**src/rtl/reg_file_wb_pkg.sv**
```systemverilog
// Shared register-file constants, also used by the control unit and the
// write-back mux select encoding.
package reg_file_wb_pkg;

  localparam int RF_DATA_W = 32;
  localparam int RF_ADDR_W = 5;
  localparam int REG_ZERO  = 0;
  localparam int RF_DEPTH  = 2 ** RF_ADDR_W;

  // Number of register slots for a given address width.
  function automatic int rf_depth(input int addr_w);
    return 2 ** addr_w;
  endfunction

endpackage

```
**src/rtl/reg_file_wb_read_port.sv**
```systemverilog
// Combinational read port: register 0 reads as zero, and an optional bypass
// forwards the in-flight write-back data on an address hit.
module rf_read_port
  import reg_file_wb_pkg::*;
#(
  parameter int DATA_W = RF_DATA_W,
  parameter int ADDR_W = RF_ADDR_W,
  parameter bit BYPASS = 1'b0
) (
  input  logic [ADDR_W-1:0] addr_i,
  input  logic [DATA_W-1:0] slot_data_i,
  input  logic              hit_i,
  input  logic [DATA_W-1:0] wb_data_i,
  output logic [DATA_W-1:0] data_o
);

  always_comb begin
    data_o = slot_data_i;
    if (addr_i == ADDR_W'(REG_ZERO)) begin
      data_o = '0;
    end else if (BYPASS && hit_i) begin
      data_o = wb_data_i;
    end
  end

endmodule

```
**src/rtl/reg_file_wb.sv**
```systemverilog
// 32 x 32 register file with write-back commit, two operand read ports,
// a never-bypassed debug read port and a wrapping write-commit counter.
module reg_file_wb
  import reg_file_wb_pkg::*;
#(
  parameter int DATA_W = RF_DATA_W,
  parameter int ADDR_W = RF_ADDR_W,
  parameter bit BYPASS = 1'b0,
  parameter int CNT_W  = 16
) (
  input  logic              clk,
  input  logic              rst_n,
  input  logic [ADDR_W-1:0] rs_addr,
  input  logic [ADDR_W-1:0] rt_addr,
  output logic [DATA_W-1:0] rs_data,
  output logic [DATA_W-1:0] rt_data,
  input  logic              we,
  input  logic [ADDR_W-1:0] wd_addr,
  input  logic [DATA_W-1:0] wb_data,
  input  logic [ADDR_W-1:0] dbg_addr,
  output logic [DATA_W-1:0] dbg_data,
  output logic [CNT_W-1:0]  wr_cnt
);

  localparam int DEPTH = rf_depth(ADDR_W);

  logic [DATA_W-1:0] regs_q [1:DEPTH-1];
  logic [CNT_W-1:0]  wr_cnt_q;
  logic [CNT_W-1:0]  wr_cnt_d;
  logic              wr_commit;

  always_comb begin
    wr_commit = we && (wd_addr != ADDR_W'(REG_ZERO));
    wr_cnt_d  = wr_cnt_q;
    if (wr_commit) begin
      wr_cnt_d = wr_cnt_q + CNT_W'(1);
    end
  end

  // Reset is asynchronous and wins over a coincident write edge.
  always_ff @(posedge clk or negedge rst_n) begin
    if (!rst_n) begin
      for (int i = 1; i < DEPTH; i++) begin
        regs_q[i] <= '0;
      end
      wr_cnt_q <= '0;
    end else begin
      if (wr_commit) begin
        regs_q[wd_addr] <= wb_data;
      end
      wr_cnt_q <= wr_cnt_d;
    end
  end

  assign wr_cnt = wr_cnt_q;

  logic [ADDR_W-1:0] op_addr [2];
  logic [DATA_W-1:0] op_data [2];

  assign op_addr[0] = rs_addr;
  assign op_addr[1] = rt_addr;
  assign rs_data    = op_data[0];
  assign rt_data    = op_data[1];

  // Hit is gated with rst_n so held reset reads zero even when bypassing.
  for (genvar gi = 0; gi < 2; gi++) begin : g_op_port
    logic [DATA_W-1:0] slot_data;
    logic              hit;

    assign slot_data = (op_addr[gi] == ADDR_W'(REG_ZERO)) ? '0 : regs_q[op_addr[gi]];
    assign hit       = rst_n && wr_commit && (wd_addr == op_addr[gi]);

    rf_read_port #(
      .DATA_W (DATA_W),
      .ADDR_W (ADDR_W),
      .BYPASS (BYPASS)
    ) u_port (
      .addr_i      (op_addr[gi]),
      .slot_data_i (slot_data),
      .hit_i       (hit),
      .wb_data_i   (wb_data),
      .data_o      (op_data[gi])
    );
  end

  logic [DATA_W-1:0] dbg_slot;

  assign dbg_slot = (dbg_addr == ADDR_W'(REG_ZERO)) ? '0 : regs_q[dbg_addr];

  rf_read_port #(
    .DATA_W (DATA_W),
    .ADDR_W (ADDR_W),
    .BYPASS (1'b0)
  ) u_dbg_port (
    .addr_i      (dbg_addr),
    .slot_data_i (dbg_slot),
    .hit_i       (1'b0),
    .wb_data_i   (wb_data),
    .data_o      (dbg_data)
  );

endmodule

```
**config.mk**
```make
export PLATFORM = sky130hd
export DESIGN_NAME = reg_file_wb
export DESIGN_NICKNAME = d
export VERILOG_FILES = /design/src/rtl/reg_file_wb_pkg.sv /design/src/rtl/reg_file_wb_read_port.sv /design/src/rtl/reg_file_wb.sv
export SDC_FILE = /design/constraint.sdc
export NUM_CORES = 2
export LEC_CHECK = 0
export ABC_CLOCK_PERIOD_IN_PS = 5820
export BUFFER_PORTS_ARGS = -buffer_cell sky130_fd_sc_hd__buf_2
export CAP_MARGIN = 20
export CORE_UTILIZATION = 65
export CTS_CLUSTER_SIZE = 10
export DETAILED_ROUTE_END_ITERATION = 12
export PLACE_DENSITY = 0.83
export SYNTH_ARGS = -nofsm -noshare
export SYNTH_HDL_FRONTEND = slang
export SYNTH_SLANG_ARGS = --single-unit
export TNS_END_PERCENT = 100
```
**constraint.sdc**
```tcl
create_clock -name clk -period 5.82 [get_ports clk]
set_clock_uncertainty 0.05 [all_clocks]
set_input_delay 1.164 -clock clk [delete_from_list [all_inputs] [get_ports clk]]
set_output_delay 1.164 -clock clk [all_outputs]
set_load 0.02 [all_outputs]
```
==> results_dict.tcl <==
set metrics [dict create \
    dieArea_mm2 0.0960 \
    final.period_utilization 0.870 \
    fin_ws_ns 0.754 \
    synth.most_common_cell "mux2_2" \
    core_mm2 0.0936 \
    vias_per_cell 8.15 \
    synth.mux.area_fraction 0.470 \
    yosys.area_share.adder 0.000203 \
    nets 4261 \
    grt_overflow 0 \
    drive_gt1_frac 0.541 \
    detail_route.first_pass.iterations 8 \
    maxCapViolCount 0 \
    synth.avg_cell_area_um2 14.5 \
    multiInputGateArea_mm2 0.0344 \
    clkTransAtPathRegs_ns 0.05 \
    critPathKind "in -> out" \
    finalSetupTns_ns 0 \
    max_freq_mhz 197 \
    num_vias 44951 \
    pwr-share-seq 0.442 \
    synth_cell_types 45 \
    wl_per_cell_um 38.0 \
    power.share.clock 0.294 \
    die_w_um 310 \
    seq_area_mm2 0.0252 \
    swShare 0.307 \
    hold_class "reg -> reg" \
    synth_top_family_by_area "multiplexers" \
    rsz0062_at_grt "no" \
    async_reset_ff_frac 1.00 \
    drtAntennaViolNets 0 \
    wirelength_mm 210 \
    drtIter0Drc 6712 \
    synth.cell_area_mm2 0.0616 \
    cts_sinks 1008 \
    grt_usage 0.445 \
    synth_area_leader_cell "dfrtp_1" \
    cts_max_level 3 \
    arrival_ns 3.85 \
    synthTopCellsByArea "dfrtp_1, mux4_2, mux2_2" \
    hold_buffers 0 \
    powerDensity_mw_per_mm2 333 \
    setup_viol 0 \
    cts_buffers 114 \
    ys_warn_count 0 \
    cts_root_buf "clkbuf_16" \
    tightest_slew_ns 1.26 \
    antenna_found_initial 25 \
    vdd_drop_max_uv 296 \
    gp_congestion 0.919 \
    start_util 0.658 \
    synth_cells 4242 \
    io_buffer_count 166 \
    p_comb_frac 0.265 \
    clk_path_buf_depth 3 \
    post_cts_buffers 0 \
    grt_pass1_wl_mm 307 \
    layout_min_cycle_time_ns 5.07 \
    synth_edf_count 0 \
    grt_start_max_net_pins 144 \
    cp.required_ns 4.61 \
    synth_simple_gate_area_share 0.0210 \
    slew_headroom 0.160 \
    power_leakage_nw 28.5 \
    p_sw_w 0.00685 \
    synth_top_flop_cell "dfrtp_1" \
    p_int_w 0.0155 \
    dp_hpwl_mm 123 \
    place_ws_ns 0.902 \
    yosysTopAreaCellShare 0.409 \
    synth_compound_area_frac 0.0604 \
    cts_tree "yes" \
    synth_common_cells "mux2_2, dfrtp_1, mux4_2" \
    critPathLaunchType "input pin" \
    ys_ff_latch 1008 \
    synthXorXnorAreaFrac 0.00213 \
    rows 112 \
    clk_latency_ns 0.71 \
    syn_to_final_growth_pct 8.80 \
    status "finished, final reports clean" \
    drc 0 \
    syn_nets 4298 \
    synth-seq-area-share 0.409 \
    hold_violations 0 \
    cp-end-kind "output port" \
    cts-resized-gates 0 \
    fillCellCount 5973 \
    first_global_vias 45344 \
    maxSlewViolCount 0 \
    die_h_um 310 \
    critPathMaxFanout 20 \
    io_pins 167 \
]
-- worst paths after layout --
kind / startpoint / to / slack, ns / depth (start not counted)
worst max-delay path: dbg_addr[2] / dbg_data[31] / 0.75 / 6
worst min-delay path: wr_cnt[15] / wr_cnt[15] / 0.42 / 1
worst max register to register: wr_cnt[0] / wr_cnt[14] / 3.87 / 5
worst min register to register: wr_cnt[15] / wr_cnt[15] / 0.42 / 1
max in group asynchronous: rst_n / regs_q[524] / 3.85 / 2
min in group asynchronous: rst_n / regs_q[765] / 0.46 / 1
-- worst max-delay path, cell delays in order --
cell,delay (ns)
buf_6,0.18
inv_2,0.28
or2_2,0.91
o22ai_1,0.22
a211oi_1,0.66
buf_2,0.37
-- stage by stage --
step / hold WS, ns / power [W] / std cells / util / cell area (um2)
4_1_cts: 0.423 / 0.0221 / 5494 / 0.716 / 67000
5_1_grt: 0.459 / 0.0230 / 5503 / 0.716 / 67000
3_3_place_gp: 0.407 / 0.0153 / 5340 / 0.681 / 63800
6_report: 0.419 / 0.0223 / 5514 / 0.716 / 67000
2_1_floorplan: 0.457 / 0.0138 / 4242 / - / 61600
3_5_place_dp: 0.408 / 0.0156 / 5341 / 0.681 / 63800
-- sequential cells by signal, indices dropped and copies added (netlist names) --
name	flops
wr_cnt	16
regs_q	992
-- logic make-up (layout without fill, tap and decap cells) --
family | Yosys count | in the layout
other | 0 | 18
DFF | 1008 | 1008
buffers and inverters | 484 | 484
AOI/OAI and AO/OA | 507 | 507
xor gates and xnor gates | 15 | 15
and+or+nand+nor | 285 | 285
muxes | 1942 | 1942
adders and majority gates | 1 | 1
-- cell usage in the layout (no fill, tap or decap), drive strengths merged, types with 5 or more instances in the layout --
cell type     n
mux2       1136
dfrtp      1008
mux4        648
buf         327
mux2i       158
clkbuf      148
a22oi       113
nand2        93
nor2         93
o21ai        75
o22ai        73
a211o        52
a22o         35
o32ai        31
a211oi       30
nand3        24
nand2b       22
and2         20
a21boi       20
a221o        19
diode        18
a221oi       17
a31oi        17
o31ai        13
xnor2        13
o21a         11
nor2b        11
inv           8
nand4         5
-- routing by layer --
layer | vias to the layer above | share of wire | global-route usage
li1 | 16760 | - | -
met2 | 3893 | 0.43 | 0.625
met3 | 1141 | 0.15 | 0.178
met5 | - | 0.00042 | 0
met4 | 14 | 0.083 | 0.319
met1 | 23143 | 0.34 | 0.563
-- power groups by stage --
stage          combinational (W)  clock, W  sequential, W
2_1_floorplan            0.00444         0        0.00937
3_3_place_gp             0.00560         0        0.00969
3_5_place_dp             0.00577         0        0.00984
4_1_cts                  0.00581   0.00655        0.00974
5_1_grt                  0.00619   0.00681         0.0100
6_report                 0.00590   0.00655        0.00985
-- layout make-up --
type	instances	area share
Clock inverter	5	0.000933
Sequential cell	1008	0.376
Timing Repair Buffer	327	0.0387
Inverter	4	0.000224
Multi-Input combinational cell	2750	0.513
Tap cell	1254	0.0234
Clock buffer	148	0.0466
Antenna cell	18	0.000672
No activity file was read; power rests on OpenSTA's default activity.
